## config.mk

```make
export PLATFORM = sky130hd
export DESIGN_NAME = mips_mem_access_unit
export DESIGN_NICKNAME = d
export VERILOG_FILES = /design/src/rtl/mips_mem_access_unit.sv
export SDC_FILE = /design/constraint.sdc
export NUM_CORES = 1
export LEC_CHECK = 0
export CAP_MARGIN = 40
export CORE_ASPECT_RATIO = 0.5
export CORE_MARGIN = 2
export CORE_UTILIZATION = 33
export DETAILED_ROUTE_END_ITERATION = 10
export HOLD_SLACK_MARGIN = 0.06
export PLACE_DENSITY = 0.77
export SLEW_MARGIN = 15
export SYNTH_ARGS = -nofsm -noshare
export SYNTH_HDL_FRONTEND = slang
export SYNTH_SLANG_ARGS = --single-unit
```

## constraint.sdc

```tcl
create_clock -name clk -period 2.25 [get_ports clk]
set_input_delay 0.45 -clock clk [delete_from_list [all_inputs] [get_ports clk]]
set_output_delay 0.45 -clock clk [all_outputs]
set_load 0.005 [all_outputs]
```

## src/rtl/mips_mem_access_unit.sv

```systemverilog
// Load/store initiator between the MIPS datapath and a word-indexed data memory.
// Define MEM_ACCESS_BOUNDS_CHECK_EN to reject addresses >= MEM_DEPTH; otherwise they wrap modulo MEM_DEPTH.
module mips_mem_access_unit #(
  parameter int MEM_DEPTH = 256,
  parameter int ADDR_W    = 32
) (
  input  logic              clk,
  input  logic              rst_n,
  input  logic              req_valid,
  output logic              req_ready,
  input  logic [5:0]        req_opcode,
  input  logic [ADDR_W-1:0] req_addr,
  input  logic [31:0]       req_wdata,
  output logic              rsp_valid,
  input  logic              rsp_ready,
  output logic [31:0]       rsp_data,
  output logic              rsp_err,
  output logic [ADDR_W-1:0] mem_address,
  output logic [31:0]       write_data,
  output logic [5:0]        opCode,
  output logic              sig_mem_read,
  output logic              sig_mem_write,
  input  logic [31:0]       read_data
);

  localparam logic [5:0] OP_LB  = 6'b100000;
  localparam logic [5:0] OP_LH  = 6'b100001;
  localparam logic [5:0] OP_LW  = 6'b100011;
  localparam logic [5:0] OP_LBU = 6'b100100;
  localparam logic [5:0] OP_LHU = 6'b100101;
  localparam logic [5:0] OP_SB  = 6'b101000;
  localparam logic [5:0] OP_SH  = 6'b101001;
  localparam logic [5:0] OP_SW  = 6'b101011;

  typedef enum logic [2:0] {
    IDLE,
    RD_ISSUE,
    RD_CAPTURE,
    WR_ISSUE,
    RESP
  } state_e;

  state_e              state_q, state_d;
  logic [ADDR_W-1:0]   addr_q, addr_d;
  logic [31:0]         wdata_q, wdata_d;
  logic [5:0]          op_q, op_d;
  logic [31:0]         rsp_data_q, rsp_data_d;
  logic                rsp_err_q, rsp_err_d;

  logic                req_is_load, req_is_store, range_err;
  logic [ADDR_W-1:0]   req_addr_eff;
  logic [31:0]         load_ext;

  assign req_is_load  = (req_opcode == OP_LB) || (req_opcode == OP_LH) || (req_opcode == OP_LW) ||
                        (req_opcode == OP_LBU) || (req_opcode == OP_LHU);
  assign req_is_store = (req_opcode == OP_SB) || (req_opcode == OP_SH) || (req_opcode == OP_SW);

`ifdef MEM_ACCESS_BOUNDS_CHECK_EN
  assign range_err    = (req_addr >= ADDR_W'(MEM_DEPTH));
  assign req_addr_eff = req_addr;
`else
  assign range_err    = 1'b0;
  assign req_addr_eff = req_addr % ADDR_W'(MEM_DEPTH);
`endif

  // Extension is keyed off the latched opcode, so it only depends on registered state plus read_data.
  always_comb begin
    load_ext = read_data;
    case (op_q)
      OP_LB:   load_ext = {{24{read_data[7]}}, read_data[7:0]};
      OP_LBU:  load_ext = {24'h0, read_data[7:0]};
      OP_LH:   load_ext = {{16{read_data[15]}}, read_data[15:0]};
      OP_LHU:  load_ext = {16'h0, read_data[15:0]};
      default: load_ext = read_data;
    endcase
  end

  always_comb begin
    // NOTE: every variable gets a default before the case so no path leaves it unassigned (no latches).
    state_d    = state_q;
    addr_d     = addr_q;
    wdata_d    = wdata_q;
    op_d       = op_q;
    rsp_data_d = rsp_data_q;
    rsp_err_d  = rsp_err_q;
    case (state_q)
      IDLE: begin
        if (req_valid) begin
          addr_d     = req_addr_eff;
          wdata_d    = req_wdata;
          op_d       = req_opcode;
          rsp_data_d = '0;
          rsp_err_d  = 1'b0;
          if ((!req_is_load && !req_is_store) || range_err) begin
            rsp_err_d = 1'b1;
            state_d   = RESP;
          end else if (req_is_load) begin
            state_d = RD_ISSUE;
          end else begin
            state_d = WR_ISSUE;
          end
        end
      end
      RD_ISSUE:   state_d = RD_CAPTURE;
      RD_CAPTURE: begin
        rsp_data_d = load_ext;
        state_d    = RESP;
      end
      WR_ISSUE: begin
        rsp_data_d = '0;
        state_d    = RESP;
      end
      RESP: begin
        if (rsp_ready) begin
          rsp_err_d = 1'b0;
          state_d   = IDLE;
        end
      end
      default: state_d = IDLE;
    endcase
  end

  // NOTE: sequential state uses non-blocking assignments so all registers update from pre-edge values.
  always_ff @(posedge clk) begin
    if (!rst_n) begin
      state_q    <= IDLE;
      addr_q     <= '0;
      wdata_q    <= '0;
      op_q       <= '0;
      rsp_data_q <= '0;
      rsp_err_q  <= 1'b0;
    end else begin
      state_q    <= state_d;
      addr_q     <= addr_d;
      wdata_q    <= wdata_d;
      op_q       <= op_d;
      rsp_data_q <= rsp_data_d;
      rsp_err_q  <= rsp_err_d;
    end
  end

  assign req_ready     = (state_q == IDLE);
  assign rsp_valid     = (state_q == RESP);
  assign sig_mem_read  = (state_q == RD_ISSUE);
  assign sig_mem_write = (state_q == WR_ISSUE);
  assign rsp_data      = rsp_data_q;
  assign rsp_err       = rsp_err_q;
  assign mem_address   = addr_q;
  assign write_data    = wdata_q;
  assign opCode        = op_q;

endmodule
```

After elaboration in Yosys (flattened, before gate mapping)
Cells that the tools add are included.
{ "classes": {"n_reduce_logical": 17, "n_eq_ne": 18, "n_mux": 12} }
{ "op_table": {"columns": ["op", "n"], "rows": [
  ["case mux 32 bit (4 select lines)", 1],
  ["case mux 32 bit (3 select lines)", 1],
  ["== test 6 bit, second input constant", 12],
  ["2-to-1 mux 32 bit", 1],
  ["case mux 3 bit (4 select lines)", 1],
  ["2-to-1 mux 3 bit", 3],
  ["== test 3 x 2 -> 1 bit, second input constant", 2],
  ["logical OR 1 bit", 6],
  ["AND reduction 2 bit", 3],
  ["== test 3 x 1 -> 1 bit, second input constant", 1],
  ["== test 3 bit, second input constant", 1],
  ["logical NOT 3 bit", 1],
  ["2-to-1 mux 1 bit", 3],
  ["AND reduction 3 bit", 1],
  ["nonzero test 3 bit", 1],
  ["logical NOT 1 bit", 2],
  ["2-to-1 mux 2 bit", 1],
  ["!= test 2 x 1 -> 1 bit, second input constant", 1],
  ["!= test 2 bit, second input constant", 1],
  ["case mux 1 bit (2 select lines)", 1],
  ["nonzero test 2 bit", 1],
  ["OR reduction 2 bit", 1],
  ["logical AND 1 bit", 1]
]} }
{ "totals": {"ff_bits": 82, "wordCells": 53, "in_bits": 106, "out_inout_bits": 107} }

Depth between registers and ports, before layout
Gate-level depths: netlist of run 1.
{ "logic_depth": {"ltp_word": 10, "ltp_mapped": 7} }

Worst setup path after synthesis of run 1
No wires, ideal clock.
{ "synth_timing": {"path_type": "register -> register", "start": "reg op_q[1] (netlist: opCode[1])", "end": "reg rsp_data_q[15] (netlist: rsp_data[15])", "t_arrival_ns": 1.859, "stages_incl_launch_ff": 6, "period_less_slack_ns": 1.947, "setup_time_ns": 0.088, "n_path_buf": 2, "slack_ns": 0.303, "path_cell_list": "dfxtp_1 -> or4b_4 -> buf_6 -> or4b_4 -> buf_6 -> a311oi_2"} }
{ "synth_between": {"elab_chain_len": 3} }
{ "synth_rtl": {"columns": ["element", "line", "text"], "rows": [
  ["from (decl)", "46", "logic [5:0] op_q, op_d;"],
  ["from (signal assigned)", "136", "op_q <= op_d;"],
  ["== test 6 bit", "69", "case (op_q)"],
  ["case mux 32 bit (4 select lines) *", "69", null],
  ["case mux 32 bit (3 select lines) *", "86", "case (state_q)"],
  ["to (signal assigned)", "137", "rsp_data_q <= rsp_data_d;"],
  ["to (decl)", "47", "logic [31:0] rsp_data_q, rsp_data_d;"]
]} }
Mark *: on every way between the ends. The rest lies on a longest branch, timed or not.
A chain may end at the register's enable or synchronous reset.

Worst setup path in the final report of run 1
{ "layout_timing": {"start": "reg state_q[0]", "end": "out rsp_valid"} }
{ "layout_between": {"elab_chain_len": 1} }
{ "layout_rtl": {"columns": ["element", "line", "text"], "rows": [
  ["from (decl)", "43", "state_e state_q, state_d;"],
  ["from (signal assigned)", "133", "state_q <= state_d;"],
  ["== test 3 bit", "143", "assign rsp_valid = (state_q == RESP);"],
  ["to (decl)", "14", "output logic rsp_valid,"]
]} }
Every way passes these cells.

==> flow_metrics.tcl, run 1 <==
set metrics [dict create \
    synthArstFlopShare_pct 0 \
    antenna_found_initial 0 \
    hpwlAfterDp_um 6566 \
    status "complete, no violations" \
    finalHoldWorstSlack_ps 452.9 \
    synth_enable_flop_cells 0 \
    post_synth_inst_count 393 \
    row_count 25 \
    share_seq_of_total_power_pct 43.7 \
    hp-start "write_data[0]$_SDFFE_PN0P_" \
    rsz0062_at_grt "no" \
    place_congestion 0.7980 \
    report.final.hold_viol_count 0 \
    clkSlewWorstSetupHoldPaths_ps 60 \
    clkSinkCount 82 \
    numCtsBuffers 9 \
    drt-wirelength-per-cell_um 13.60 \
    postCtsSetupRepairBufs 0 \
    floorplan.initialDensity_pct 34.48 \
    gr-total-overflow 0 \
    nets 653 \
    syn-cell-area_um2 3311 \
    grt_max_degree 48 \
    chipWidth_um 145.7 \
    multi_input_logic_area_um2 1426 \
    post_synth_num_cell_types 31 \
    fmax_mhz 472.2 \
    power_density_nw_per_um2 667.9 \
    maxSlewHeadroom_pct 61.17 \
    die-area_um2 10900 \
    postCtsResizedCells 0 \
    antenna_violating_nets_post_route 0 \
    clkPwrFrac_pct 41.3 \
    yosys_register_bits 82 \
    max_slew.worst_pin.slew_ps 582.5 \
    clock-skew-final_ps 3.517 \
    drc 0 \
    areaGrowthSynthToFinish_pct 60.28 \
    synth_ff_type "sky130_fd_sc_hd__dfxtp_1" \
    num_vias 3230 \
    hp-class "flip-flop to flip-flop" \
    share_of_cells_above_drive_strength_1_pct 6.352 \
    synth_sequential_area_ratio_pct 49.58 \
    layout_common_cells "164 x sky130_fd_sc_hd__clkdlybuf4s50_1, 105 x sky130_fd_sc_hd__nand2_1, 80 x sky130_fd_sc_hd__dfxtp_1" \
    finalCoreUtilization_pct 55.26 \
    ff2ff_path_depth 3 \
    final.fill_count 869 \
    yosysTopAreaCell "sky130_fd_sc_hd__dfxtp_1" \
    io_pins 213 \
    worst-path-max-fanout 11 \
    cts_max_path_buffers 2 \
    final-setup-viol-count 0 \
    avgSynthCellArea_um2 8.424 \
    setup.worst_path.class "flip-flop to output pin" \
    tritoncts "built" \
    place_worst_setup_slack_ps 142.8 \
    power.net_switching_mw 0.8415 \
    cts_root_buffer "sky130_fd_sc_hd__clkbuf_16" \
    first_iter_violations 208 \
    timing.final.crit_share_pct 94.13 \
    vias_per_cell 4.708 \
    most_common_library_cell_in_the_layout_ignoring_fill_and_taps "sky130_fd_sc_hd__clkdlybuf4s50_1" \
    switching_share_pct 23.74 \
    endpoint_kind "output pin" \
    placeableCoreArea_um2 9603 \
    maximum_vdd_drop_mv 0.4166 \
    post-route-min-period_ps 2118 \
    cellLeakagePower_nw 1.958 \
    wire_length_of_the_first_global_routing_pass_um 14660 \
    first_global_vias 2959 \
    grt_use_total_pct 16.84 \
    critical_path.reg2reg.endpoint "rsp_data[15]$_SDFFE_PN0P_" \
    timing_max_transition_violations_final 0 \
    worst_ep_required_time_ps 1800 \
    drtPass1Iterations 4 \
    max_cap_viol_count 0 \
    wirelength_um 9327 \
    total_of_buffers_placed_on_input_and_output_ports 164 \
    cts_hold_buffers 0 \
    worst_setup_path_start_kind "flip-flop" \
    register_area_um2 1644 \
    min_delay_path_depth 2 \
    r2r_start "opCode[1]$_SDFFE_PN0P_" \
    holdPathEnd "write_data[0]$_SDFFE_PN0P_" \
    fp.dieH_um 74.83 \
    cp_data_arrival_time_ps 1670 \
    combinational_cell_fraction_of_total_power_pct 15.0 \
    area_contributors_post_synth "sky130_fd_sc_hd__dfxtp_1 50%, sky130_fd_sc_hd__nand2_1 12%, sky130_fd_sc_hd__a21oi_1 9.8%, sky130_fd_sc_hd__buf_4 5.7%, sky130_fd_sc_hd__a221o_1 4.8%" \
    timing.reg2reg.setup_slack_ps 320 \
    critical_path.startpoint "state_q[0]$_SDFFE_PN0P_" \
    setup_slack_ps 132.1 \
    fin_setup_tns_ps 0 \
    clock_insertion_delay_worst_skew_ps 330 \
    internal_power_mw 2.703 \
    synth-warning-count 0 \
    antenna_cells_inserted 0 \
    post-synth-top-area-fraction_pct 49.58 \
    cts_htree_levels 3 \
]
## worst max-delay path, cell delays in order, from the launching register on
cell and delay, ps:
sky130_fd_sc_hd__dfxtp_2 380, sky130_fd_sc_hd__nor3b_1 360, sky130_fd_sc_hd__clkdlybuf4s50_1 600
## synthesized netlist by cell type (2+ instances only)
cell / instances
sky130_fd_sc_hd__a21o_1: 2
sky130_fd_sc_hd__a21oi_1: 65
sky130_fd_sc_hd__a221o_1: 16
sky130_fd_sc_hd__a22oi_1: 8
sky130_fd_sc_hd__a311oi_1: 7
sky130_fd_sc_hd__and2_1: 2
sky130_fd_sc_hd__buf_1: 4
sky130_fd_sc_hd__buf_2: 2
sky130_fd_sc_hd__buf_4: 25
sky130_fd_sc_hd__buf_6: 2
sky130_fd_sc_hd__clkbuf_1: 22
sky130_fd_sc_hd__dfxtp_1: 82
sky130_fd_sc_hd__inv_1: 3
sky130_fd_sc_hd__nand2_1: 105
sky130_fd_sc_hd__nand2b_1: 11
sky130_fd_sc_hd__nor2_1: 8
sky130_fd_sc_hd__nor2b_1: 2
sky130_fd_sc_hd__nor3_1: 2
sky130_fd_sc_hd__nor3b_1: 4
sky130_fd_sc_hd__o21ai_0: 9
sky130_fd_sc_hd__or4b_4: 2
## flip-flops by register name (all words and copies together), names as in the netlist
| signal | cells |
|---|---|
| write_data | 32 |
| mem_address | 8 |
| rsp_err | 1 |
| state_q | 3 |
| rsp_data | 32 |
| opCode | 6 |
## worst max path at each step
stage | slack [ps] | depth (start not counted) | endpoint
finish | 130 | 2 | rsp_valid
CTS | 60 | 2 | rsp_valid
global placement | 160 | 5 | rsp_data[26]$_SDFFE_PN0P_
floorplan | 300 | 5 | rsp_data[15]$_SDFFE_PN0P_
global route | 40 | 2 | rsp_valid
detailed placement | 140 | 5 | rsp_data[19]$_SDFFE_PN0P_
## power by group through the flow
stage | logic (mW) | clock network [mW] | registers (mW)
after CTS | 0.534 | 1.50 | 1.55
after floorplan | 0.224 | 0 | 1.58
after global placement | 0.527 | 0 | 1.58
after detailed placement | 0.532 | 0 | 1.58
final | 0.531 | 1.46 | 1.55
after global routing | 0.582 | 1.56 | 1.56
## per-layer routing
| layer | global-route usage, % | share of wire, % | wire (um) | vias up |
|---|---|---|---|---|
| met5 | 0 | 0 | 0 | - |
| met4 | 6.536 | 1.7 | 155 | 0 |
| met3 | 5.152 | 4.8 | 452 | 16 |
| met2 | 29.44 | 51 | 4757 | 85 |
| met1 | 20.16 | 42 | 3962 | 1530 |
| li1 | - | - | - | 1599 |
## per-stage QoR
step           total power, mW  area [um2]  std cells
4_1_cts                  3.583        5304        686
2_1_floorplan            1.807        3397        416
5_1_grt                  3.700        5306        686
3_5_place_dp             2.114        5010        671
3_3_place_gp             2.107        5010        671
6_report                 3.544        5306        686
## area by class of cell
type	count	share of cell area [%]
Multi-Input combinational cell	276	26.88
Inverter	3	0.2122
Timing Repair Buffer	175	33.20
Tap cell	135	3.183
Clock inverter	5	1.037
Clock buffer	10	4.504
Sequential cell	82	30.98
## cell families after synthesis
| logic type | Yosys count | synth area share [%] |
|---|---|---|
| AO/OA/AOI/OAI | 110 | 21.05 |
| buffers and inverters | 58 | 9.939 |
| flip-flops | 82 | 49.58 |
| multiplexers | 1 | 0.3024 |
| other | 1 | 0.1133 |
| AND/OR/NAND/NOR | 141 | 19.01 |
(Power assumes the default switching activity.)
==> run 2, diff against run 1 <==
- CTS_BUF_LIST: unset -> sky130_fd_sc_hd__clkbuf_4
==> flow_metrics.tcl, run 2 (synthesized netlist as in run 1, its figures left out) <==
set metrics [dict create \
    final.fill_count 886 \
    layout_common_cells "164 x sky130_fd_sc_hd__clkdlybuf4s50_1, 105 x sky130_fd_sc_hd__nand2_1, 80 x sky130_fd_sc_hd__dfxtp_1" \
    hpwlAfterDp_um 6566 \
    cts_htree_levels 3 \
    post-route-min-period_ps 2153 \
    fmax_mhz 464.5 \
    share_seq_of_total_power_pct 53.2 \
    num_vias 3211 \
    power_density_nw_per_um2 563.3 \
    first_global_vias 2916 \
    gr-total-overflow 0 \
    switching_share_pct 26.12 \
    design_area_um2 5159 \
    report.final.hold_viol_count 0 \
    cp_data_arrival_time_ps 1700 \
    cts_max_path_buffers 2 \
    rsz0062_at_grt "no" \
    timing_max_transition_violations_final 0 \
    place_area_um2 5010 \
    place_congestion 0.7980 \
    antenna_found_initial 0 \
    fin_setup_tns_ps 0 \
    internal_power_mw 2.147 \
    wirelength_um 9189 \
    clock_insertion_delay_worst_skew_ps 420 \
    chipWidth_um 145.7 \
    floorplan.initialDensity_pct 34.48 \
    timing.final.crit_share_pct 95.68 \
    clkSinkCount 82 \
    hp-class "flip-flop to flip-flop" \
    worst_setup_path_start_kind "flip-flop" \
    wire_length_of_the_first_global_routing_pass_um 14550 \
    numCtsBuffers 9 \
    cts_hold_buffers 0 \
    status "complete, no violations" \
    row_count 25 \
    setup.worst_path.class "flip-flop to output pin" \
    clock-skew-final_ps 9.495 \
    antenna_violating_nets_post_route 0 \
    cts_root_buffer "sky130_fd_sc_hd__clkbuf_4" \
    drt-wirelength-per-cell_um 13.40 \
    cellLeakagePower_nw 1.889 \
    drc 0 \
    drtPass1Iterations 4 \
    most_common_library_cell_in_the_layout_ignoring_fill_and_taps "sky130_fd_sc_hd__clkdlybuf4s50_1" \
    grt_use_total_pct 16.74 \
    max_slew.worst_pin.slew_ps 571.3 \
    io_pins 213 \
    maximum_vdd_drop_mv 0.3357 \
    worst_ep_required_time_ps 1800 \
    vias_per_cell 4.681 \
    maxSlewHeadroom_pct 61.91 \
    combinational_cell_fraction_of_total_power_pct 18.3 \
    areaGrowthSynthToFinish_pct 55.82 \
    placeableCoreArea_um2 9603 \
    final-setup-viol-count 0 \
    share_of_cells_above_drive_strength_1_pct 6.715 \
    tritoncts "built" \
    endpoint_kind "output pin" \
    total_of_buffers_placed_on_input_and_output_ports 164 \
    finalNonFillerCells 686 \
    power.net_switching_mw 0.7592 \
    max_cap_viol_count 0 \
    clkPwrFrac_pct 28.5 \
    fp.dieH_um 74.83 \
    die-area_um2 10900 \
    grt_max_degree 48 \
    worst-path-max-fanout 11 \
    nets 653 \
    placedCellCount 671 \
    clkSlewWorstSetupHoldPaths_ps 130 \
    antenna_cells_inserted 0 \
    first_iter_violations 179 \
]
-- run 2: worst paths after layout --
check | startpoint | to | slack, ps | depth (start not counted)
worst max-delay path | state_q[0]$_SDFFE_PN0P_ | req_ready | 100 | 3
worst min-delay path | mem_address[4]$_SDFFE_PN0P_ | mem_address[4]$_SDFFE_PN0P_ | 460 | 2
worst max register to register | opCode[1]$_SDFFE_PN0P_ | rsp_data[15]$_SDFFE_PN0P_ | 320 | 3
worst min register to register | mem_address[4]$_SDFFE_PN0P_ | mem_address[4]$_SDFFE_PN0P_ | 460 | 2
-- run 2: critical path: stages, from the launching register on --
cell and delay, ps:
sky130_fd_sc_hd__dfxtp_4 410, sky130_fd_sc_hd__buf_4 170, sky130_fd_sc_hd__nor3_2 170, sky130_fd_sc_hd__clkdlybuf4s50_1 530
-- run 2: repair_timing --
action	CTS	global route
resized for setup	4	3
pin swaps	0	0
endpoints found under the setup margin	4	2
setup buffers	0	0
-- run 2: area by class of cell --
class | instances | area (um2) | area share [%]
Timing Repair Buffer | 175 | 1762 | 34.15
Clock buffer | 9 | 67.56 | 1.310
Tap cell | 135 | 168.9 | 3.274
Sequential cell | 82 | 1649 | 31.97
Clock inverter | 6 | 58.81 | 1.140
Inverter | 3 | 11.26 | 0.2183
Multi-Input combinational cell | 276 | 1441 | 27.94
-- run 2: power groups by stage --
stage | clock network, mW | registers (mW) | logic (mW)
CTS | 0.873 | 1.55 | 0.535
global route | 0.930 | 1.56 | 0.583
global placement | 0 | 1.58 | 0.527
detailed placement | 0 | 1.58 | 0.532
floorplan | 0 | 1.58 | 0.224
finish | 0.828 | 1.55 | 0.531
-- run 2: metal layers --
metal	vias up	track usage, %	routed length, um	part of all wire, %
li1	1604	-	-	-
met5	-	0	0	0
met2	91	28.91	4713	51
met4	0	6.754	136	1.5
met1	1503	20.12	3858	42
met3	13	5.212	479	5.2
-- run 2: per-stage QoR --
step	total power [mW]	hold slack (ps)	utilization [%]	worst slack [ps]
5_1_grt	3.069	484.5	53.72	7.718
2_1_floorplan	1.807	452.7	-	303.1
3_5_place_dp	2.114	445.7	52.17	142.8
4_1_cts	2.957	463.2	53.59	1.748
3_3_place_gp	2.107	441.0	52.17	160.0
6_report	2.906	461.6	53.72	97.22
==> run 3, diff against run 2 <==
==> constraint.sdc (replaced) <==
create_clock -name clk -period 2.25 [get_ports clk]
set_input_delay 0.3375 -clock clk [delete_from_list [all_inputs] [get_ports clk]]
set_output_delay 0.3375 -clock clk [all_outputs]
set_load 0.005 [all_outputs]
==> flow_metrics.tcl, run 3 (synthesized netlist as in run 1, its figures left out) <==
set metrics [dict create \
    status "complete, no violations" \
    drtPass1Iterations 4 \
    cts_htree_levels 3 \
    use_met3_pct 5.455 \
    antenna_found_initial 0 \
    grt_max_degree 48 \
    cellLeakagePower_nw 1.890 \
    nets 651 \
    num_vias 3245 \
    post-route-min-period_ps 2094 \
    die-area_um2 10900 \
    io_pins 213 \
    wirelength_um 9517 \
    antenna_violating_nets_post_route 0 \
    tritoncts "built" \
    row_count 25 \
    drc 0 \
    clock_insertion_delay_worst_skew_ps 430 \
    antenna_cells_inserted 0 \
    first_iter_violations 239 \
    clkSlewWorstSetupHoldPaths_ps 130 \
    clkSinkCount 82 \
    most_common_library_cell_in_the_layout_ignoring_fill_and_taps "sky130_fd_sc_hd__clkdlybuf4s50_1" \
    timing_max_transition_violations_final 0 \
    report.final.hold_viol_count 0 \
    vias_per_cell 4.744 \
    postCtsSetupRepairBufs 0 \
    hp-class "primary input to flip-flop" \
    first_global_vias 2922 \
    worst-path-max-fanout 17 \
    cts_max_path_buffers 2 \
    placeableCoreArea_um2 9603 \
    rsz0062_at_grt "no" \
    grt.met1_usage_pct 19.18 \
    fin_setup_tns_ps 0 \
    cts_root_buffer "sky130_fd_sc_hd__clkbuf_4" \
    final.fill_count 900 \
    final-setup-viol-count 0 \
    finalHoldWorstSlack_ps 434.9 \
    wire_length_of_the_first_global_routing_pass_um 14490 \
    worst_setup_path_start_kind "flip-flop" \
    global_route.peak_usage_layer "met2" \
    fp.dieH_um 74.83 \
    floorplan.initialDensity_pct 34.48 \
    chipWidth_um 145.7 \
    maxSlewHeadroom_pct 60.54 \
    max_cap_viol_count 0 \
    multi_input_logic_area_um2 1431 \
    register_area_um2 1645 \
    hpwlAfterDp_um 6546 \
    layout_common_cells "164 x sky130_fd_sc_hd__clkdlybuf4s50_1, 105 x sky130_fd_sc_hd__nand2_1, 79 x sky130_fd_sc_hd__dfxtp_1" \
    maximum_vdd_drop_mv 0.3127 \
    endpoint_kind "output pin" \
    total_of_buffers_placed_on_input_and_output_ports 164 \
    grt.met2_usage_pct 29.28 \
    cts_hold_buffers 0 \
    gr-total-overflow 0 \
    timing.final.crit_share_pct 93.07 \
    worst_ep_required_time_ps 1910 \
    place_congestion 0.7840 \
    grt_use_total_pct 16.51 \
    max_slew.worst_pin.slew_ps 591.8 \
    fmax_mhz 477.5 \
    drt-wirelength-per-cell_um 13.91 \
    areaGrowthSynthToFinish_pct 55.29 \
    share_of_cells_above_drive_strength_1_pct 6.193 \
    clock-skew-final_ps 11.59 \
    setup.worst_path.class "flip-flop to output pin" \
    numCtsBuffers 9 \
    cp_data_arrival_time_ps 1760 \
    postCtsResizedCells 2 \
    power_density_nw_per_um2 589.8 \
]
run 3: changes by cell type in the layout (fill, tap and decap cells not counted), sizes merged:
| cell | before | now |
|---|---|---|
| bufinv | 1 | 2 |
| buf | 11 | 9 |
| clkinvlp | 2 | 0 |
| clkinv | 3 | 4 |
run 3: area by class of cell:
cell class                 instances  area share (%)
sequential                        82           32.00
timing repair buffer             173           33.73
clock inverter                     6           1.606
tap                              135           3.285
clock buffer                       9           1.314
multi-input combinational        276           27.84
inverter                           3          0.2190
run 3: metal layers:
metal | wire length, um | vias up
met5 | 0 | -
met2 | 4841 | 100
met3 | 518 | 17
met1 | 3978 | 1527
met4 | 179 | 0
li1 | - | 1601
run 3: path summary, 6_finish.rpt:
path	startpoint	slack [ps]	to	cells past startpoint
setup / recovery	state_q[0]$_SDFFE_PN0P_	160	sig_mem_write	2
hold / removal	req_wdata[1]	430	write_data[1]$_SDFFE_PN0P_	3
hold reg to reg	mem_address[4]$_SDFFE_PN0P_	460	mem_address[4]$_SDFFE_PN0P_	2
setup reg to reg	opCode[1]$_SDFFE_PN0P_	300	rsp_data[15]$_SDFFE_PN0P_	3
run 3: critical path, stage by stage (launching register included):
cell	delay, ps
sky130_fd_sc_hd__dfxtp_2	550
sky130_fd_sc_hd__nor3b_1	220
sky130_fd_sc_hd__clkdlybuf4s50_1	550
run 3: report_power, final:
| part | switching, mW | internal, mW |
|---|---|---|
| Clock | 0.518 | 0.440 |
| Combinational | 0.217 | 0.302 |
| Sequential | 0.0412 | 1.51 |
run 3: through the flow:
stage          utilization [%]  setup WS, ps  instances  instance area (um2)  total power [mW]
2_1_floorplan                -         303.1        416                 3397             1.807
3_3_place_gp             51.88         265.1        669                 4982             2.098
3_5_place_dp             51.88         232.2        669                 4982             2.105
4_1_cts                  53.47         56.61        684                 5135             3.069
5_1_grt                  53.54         8.623        684                 5141             3.186
6_report                 53.54         155.9        684                 5141             3.032
